<file path="config.mk">
export PLATFORM = sky130hd
export DESIGN_NAME = shift_reg_ctrl
export DESIGN_NICKNAME = d
export VERILOG_FILES = /design/src/rtl/shift_reg_ctrl.sv
export SDC_FILE = /design/constraint.sdc
export NUM_CORES = 1
export LEC_CHECK = 0
export CAP_MARGIN = 20
export CORE_MARGIN = 2
export CORE_UTILIZATION = 26
export CTS_CLUSTER_DIAMETER = 100
export DETAILED_ROUTE_END_ITERATION = 12
export GPL_TIMING_DRIVEN = 0
export PLACE_DENSITY = 0.52
export SYNTH_ARGS = -nofsm -noshare
export SYNTH_HDL_FRONTEND = slang
export SYNTH_SLANG_ARGS = --single-unit
export TNS_END_PERCENT = 100
</file>
<file path="constraint.sdc">
create_clock -name clk -period 4.05 [get_ports clk]
set_input_delay 0.81 -clock clk [delete_from_list [all_inputs] [get_ports clk]]
set_output_delay 0.81 -clock clk [all_outputs]
set_load 0.01 [all_outputs]
</file>
<file path="src/rtl/shift_reg_ctrl.sv">
// shift_reg_ctrl: command sequencer for a 4-bit 74194-style universal shift register.
// It accepts one command per valid/ready transfer. It then drives the register's mode
// (S), its parallel data (PData) and its serial inputs (SR/SL) to carry out one of four
// operations: a load, an N-step shift right, an N-step shift left, or a left-then-right
// bounce. Steps are spaced TICK_DIV clocks apart.
module shift_reg_ctrl #(
  parameter int unsigned TICK_DIV = 1
) (
  input  logic       clk,
  input  logic       clear,
  input  logic       cmd_valid,
  output logic       cmd_ready,
  input  logic [1:0] cmd_op,
  input  logic [3:0] cmd_data,
  input  logic [3:0] cmd_count,
  input  logic       cmd_fill,
  input  logic       cmd_fill_bit,
  input  logic [3:0] Q,
  output logic [1:0] S,
  output logic [3:0] PData,
  output logic       SR,
  output logic       SL,
  output logic       busy,
  output logic       done
);

  localparam int unsigned TickW = (TICK_DIV > 1) ? $clog2(TICK_DIV) : 1;
  localparam logic [TickW-1:0] TickMax = TickW'(TICK_DIV - 1);

  typedef enum logic [1:0] {StIdle, StLoad, StRun, StFinish} state_e;

  state_e           r_state, w_state_nxt;
  logic [1:0]       r_op;
  logic [3:0]       r_count;
  logic             r_fill, r_fill_bit;
  logic [TickW-1:0] r_tick, w_tick_nxt;
  logic [4:0]       r_step, w_step_nxt;
  logic [1:0]       w_s_nxt, w_run_dir;
  logic [3:0]       w_pdata_nxt;
  logic [4:0]       w_total;
  logic             w_accept, w_tick_term;

  // Handshake, status outputs and the step bookkeeping for the running command
  always_comb begin
    cmd_ready   = ((r_state == StIdle) || (r_state == StFinish)) && !clear;
    w_accept    = cmd_valid && cmd_ready;
    busy        = (r_state == StLoad) || (r_state == StRun);
    done        = (r_state == StFinish);
    w_tick_term = (r_tick == TickMax);
    w_total     = (r_op == 2'b11) ? {r_count, 1'b0} : {1'b0, r_count};
    unique case (r_op)
      2'b01:   w_run_dir = 2'b01;
      2'b10:   w_run_dir = 2'b10;
      // Bounce: left for the first N steps, right for the remaining N
      2'b11:   w_run_dir = (r_step < {1'b0, r_count}) ? 2'b10 : 2'b01;
      default: w_run_dir = 2'b00;
    endcase
  end

  // Serial inputs: close the rotate loop from Q, or inject the fill bit; quiet outside RUN
  always_comb begin
    SR = 1'b0;
    SL = 1'b0;
    if (r_state == StRun) begin
      SR = r_fill ? r_fill_bit : Q[0];
      SL = r_fill ? r_fill_bit : Q[3];
    end
  end

  // Next-state logic; S is registered, so a step's mode is set up one cycle early
  always_comb begin
    w_state_nxt = r_state;
    w_tick_nxt  = r_tick;
    w_step_nxt  = r_step;
    w_s_nxt     = 2'b00;
    w_pdata_nxt = PData;
    unique case (r_state)
      StIdle, StFinish: begin
        w_state_nxt = StIdle;
        w_tick_nxt  = '0;
        w_step_nxt  = '0;
        if (w_accept) begin
          if (cmd_op == 2'b00) begin
            w_state_nxt = StLoad;
            w_s_nxt     = 2'b11;
            w_pdata_nxt = cmd_data;
          end else if (cmd_count == 4'd0) begin
            w_state_nxt = StFinish;
          end else begin
            w_state_nxt = StRun;
            // The tick counter idles at 0, so this cycle is tick 0. With TICK_DIV == 1 the
            // accept cycle is already terminal and step 1 must be set up now. Bounce
            // starts left.
            if (w_tick_term) begin
              w_s_nxt    = (cmd_op == 2'b01) ? 2'b01 : 2'b10;
              w_step_nxt = 5'd1;
              w_tick_nxt = '0;
            end else begin
              w_tick_nxt = TickW'(1);
            end
          end
        end
      end
      StLoad: begin
        w_state_nxt = StFinish;
      end
      StRun: begin
        if (r_step == w_total) begin
          w_state_nxt = StFinish;
          w_tick_nxt  = '0;
        end else begin
          w_tick_nxt = w_tick_term ? '0 : r_tick + TickW'(1);
          if (w_tick_term) begin
            w_s_nxt    = w_run_dir;
            w_step_nxt = r_step + 5'd1;
          end
        end
      end
      default: begin
        w_state_nxt = StIdle;
      end
    endcase
  end

  // State, counters, registered register controls and the latched command
  always_ff @(posedge clk) begin
    if (clear) begin
      r_state    <= StIdle;
      r_tick     <= '0;
      r_step     <= '0;
      r_op       <= 2'b00;
      r_count    <= 4'd0;
      r_fill     <= 1'b0;
      r_fill_bit <= 1'b0;
      S          <= 2'b00;
      PData      <= 4'd0;
    end else begin
      r_state <= w_state_nxt;
      r_tick  <= w_tick_nxt;
      r_step  <= w_step_nxt;
      S       <= w_s_nxt;
      PData   <= w_pdata_nxt;
      if (w_accept) begin
        r_op       <= cmd_op;
        r_count    <= cmd_count;
        r_fill     <= cmd_fill;
        r_fill_bit <= cmd_fill_bit;
      end
    end
  end

endmodule

</file>
==> flow_metrics.tcl <==
set metrics [dict create \
    nets 232 \
    via_count 1262 \
    portBuffers 26 \
    path_cells "clkdlybuf4s50_1 > nand2b_1 > a21boi_0 > clkdlybuf4s50_1" \
    drv_slew 0 \
    drive_gt1_share_pct 6.83 \
    post_cts_resized 0 \
    cts_buffers 3 \
    drv_cap 0 \
    place_area_sq_um 1730 \
    viasPerCell 4.59 \
    r2r_start "r_state[0]" \
    power_density_nw_per_um2 539 \
    first_pass_iters 4 \
    max_freq_mhz 349 \
    cp_top_family "buffers and inverters" \
    syn_nets 201 \
    relSlewSlack_pct 38.8 \
    final_util_pct 35.2 \
    yosysSeqAreaShare_pct 32.0 \
    grt_pass1_vias 1189 \
    gp_congestion 0.791 \
    tightest_slew_ns 0.909 \
    final_cell_mix "nand2_1 (29), clkdlybuf4s50_1 (26), dfxtp_1 (22)" \
    hold_end "PData[1]" \
    design.core.area_sq_um 5110 \
    critPathBufInv 2 \
    crit_slowest_cell "clkdlybuf4s50_1" \
    hold_class "reg -> reg" \
    synthToLayoutAreaGrowth_pct 30.4 \
    antenna_found_initial 0 \
    worstPathRequired_ns 3.24 \
    synthFlopType "dfxtp_1" \
    worstHoldStart "PData[1]" \
    crit_path_start_kind "input port" \
    cp_max_fo 1 \
    root_buffer "clkbuf_8" \
    drt_wl_total_mm 3.43 \
    grt_pass1_wl_mm 5.65 \
    ant_nets 0 \
    avgRoutedWirePerCell_um 12.5 \
    clock_skew_ns 0.00796 \
    crit_top_cell "clkdlybuf4s50_1" \
    fin_tns_setup_ns 0 \
    clk_pin_slew_ns 0.09 \
    syn-mean-instance-area_sq_um 7.87 \
    min_period_over_period_pct 70.7 \
    status "finished, final reports clean" \
    io_pins 30 \
    cts_setup_buffers 0 \
    insertion_delay_ns 0.27 \
    dp_cells 271 \
    rsz0062_at_grt "false" \
    start_util_pct 27.0 \
    async_flop_share_pct 0 \
    critical_path.endpoint_type "output pin" \
    drt_iter0_drc 54 \
    reg2reg_slack_ns 1.96 \
    syn_inst 175 \
    worstPathArrival_ns 2.05 \
    syn-cell-area_sq_um 1380 \
    globalRouteTotalUtil_pct 12.0 \
    finalPower_mw 0.968 \
    clkSinkCount 22 \
    fin_area_sq_um 1800 \
    critical-path-max-stage-delay_ns 0.56 \
    rows 26 \
    cts_tree "yes" \
    fin_cells 275 \
    hold_violations 0 \
    grt-ovfl-total 0 \
    dieArea_sq_um 5900 \
    hpwl_mm 2.64 \
    cts_hold_buffers 0 \
    mostFrequentLayoutCell "nand2_1" \
    setup_violations 0 \
    critPathKind "in -> out" \
    h-tree-depth 1 \
    hold_depth 2 \
    period_needed_ns 2.86 \
    r2r_end "r_count[3]" \
    synth_edf_count 0 \
    ir_drop_uv 142 \
    grt_max_degree 14 \
    clockBufferDepth 2 \
    power.leakage_nw 0.683 \
    synthDistinctLibCells 43 \
    die_y_um 76.8 \
    yosysWarnings 0 \
    rr_worst_depth 8 \
    ys_ff_latch 22 \
    fp.dieW_um 76.8 \
    num_antenna_cells 0 \
    route.detailed.drc 0 \
]
[power by group]
part	switching (mW)	internal, mW	total, mW
clock network	0.0788	0.132	0.211
logic	0.257	0.212	0.470
registers	0.0323	0.255	0.287
total	0.369	0.599	0.968
[tightest hold or removal path: cells and delay by family, from the launching register on]
family	cells	cell delay, ns
compound gates	1	0.05
simple gates	1	0.05
flops	1	0.32
[flip-flops by register name, summed over array words and instances (netlist names)]
register	count
PData	4
S	2
r_count	4
r_fill	1
r_fill_bit	1
r_op	2
r_state	2
r_step	5
r_tick	1
[kinds of logic (layout without fill, tap and decap cells)]
family | after synthesis | in the layout | synth area share (%)
AOI/OAI and AO/OA | 42 | 42 | 22.3
muxes | 4 | 4 | 3.09
and+or+nand+nor | 76 | 76 | 27.2
buffers and inverters | 19 | 49 | 5.90
xor gates and xnor gates | 5 | 5 | 3.18
adders and majority gates | 7 | 7 | 6.36
DFF | 22 | 22 | 32.0
[final cells by class]
class,instances,area (sq um)
fill,581,3310
multi-input combinational,134,856
sequential,22,440
timing repair buffer,26,260
tap,70,87.6
buffer,10,47.5
clock buffer,3,41.3
inverter,9,33.8
clock inverter,1,30.0
[metal layers]
| metal | vias up | wire, um | share of wire (%) | GRT usage [%] |
|---|---|---|---|---|
| met1 | 569 | 1760 | 51 | 15.8 |
| met5 | - | 0 | 0 | 0 |
| met3 | 4 | 97 | 2.8 | 2.00 |
| met4 | 0 | 56 | 1.6 | 4.36 |
| li1 | 671 | - | - | - |
| met2 | 18 | 1520 | 44 | 19.6 |
[worst max-delay path by stage]
| stage | from | slack (ns) | cells past startpoint | to |
|---|---|---|---|---|
| 2_1_floorplan | clear | 2.01 | 7 | r_count[1] |
| 3_3_place_gp | Q[3] | 1.21 | 4 | SL |
| 3_5_place_dp | Q[0] | 1.19 | 4 | SR |
| 4_1_cts | Q[0] | 1.19 | 4 | SR |
| 5_1_grt | Q[3] | 1.13 | 4 | SL |
| 6_report | Q[0] | 1.19 | 4 | SR |
[synth_stat cells, types with 2 or more instances]
master	instances	area share [%]
a21boi_0	2	1.1
ha_1	7	6.4
nand3b_1	6	3.3
buf_2	2	0.73
nand3_1	11	4.0
a21oi_1	15	5.4
nand2b_1	5	2.3
xor2_1	3	1.9
xnor2_1	2	1.3
dfxtp_1	22	32
nor4_1	5	2.3
mux2i_1	2	1.5
nor3_1	2	0.73
a21o_1	3	1.6
clkbuf_1	7	1.9
o21ai_0	4	1.5
nand2_1	29	7.9
a21boi_1	2	1.1
inv_1	9	2.5
or3_1	2	0.91
mux2_1	2	1.6
o31ai_1	4	2.2
nor2_1	9	2.5
[per-stage QoR]
step                worst slack, ns  hold slack (ns)
floorplan                      2.01            0.450
global placement               1.21            0.453
detailed placement             1.19            0.453
CTS                            1.19            0.469
global route                   1.13            0.480
finish                         1.19            0.462
Power figures use the tool's default switching activity.
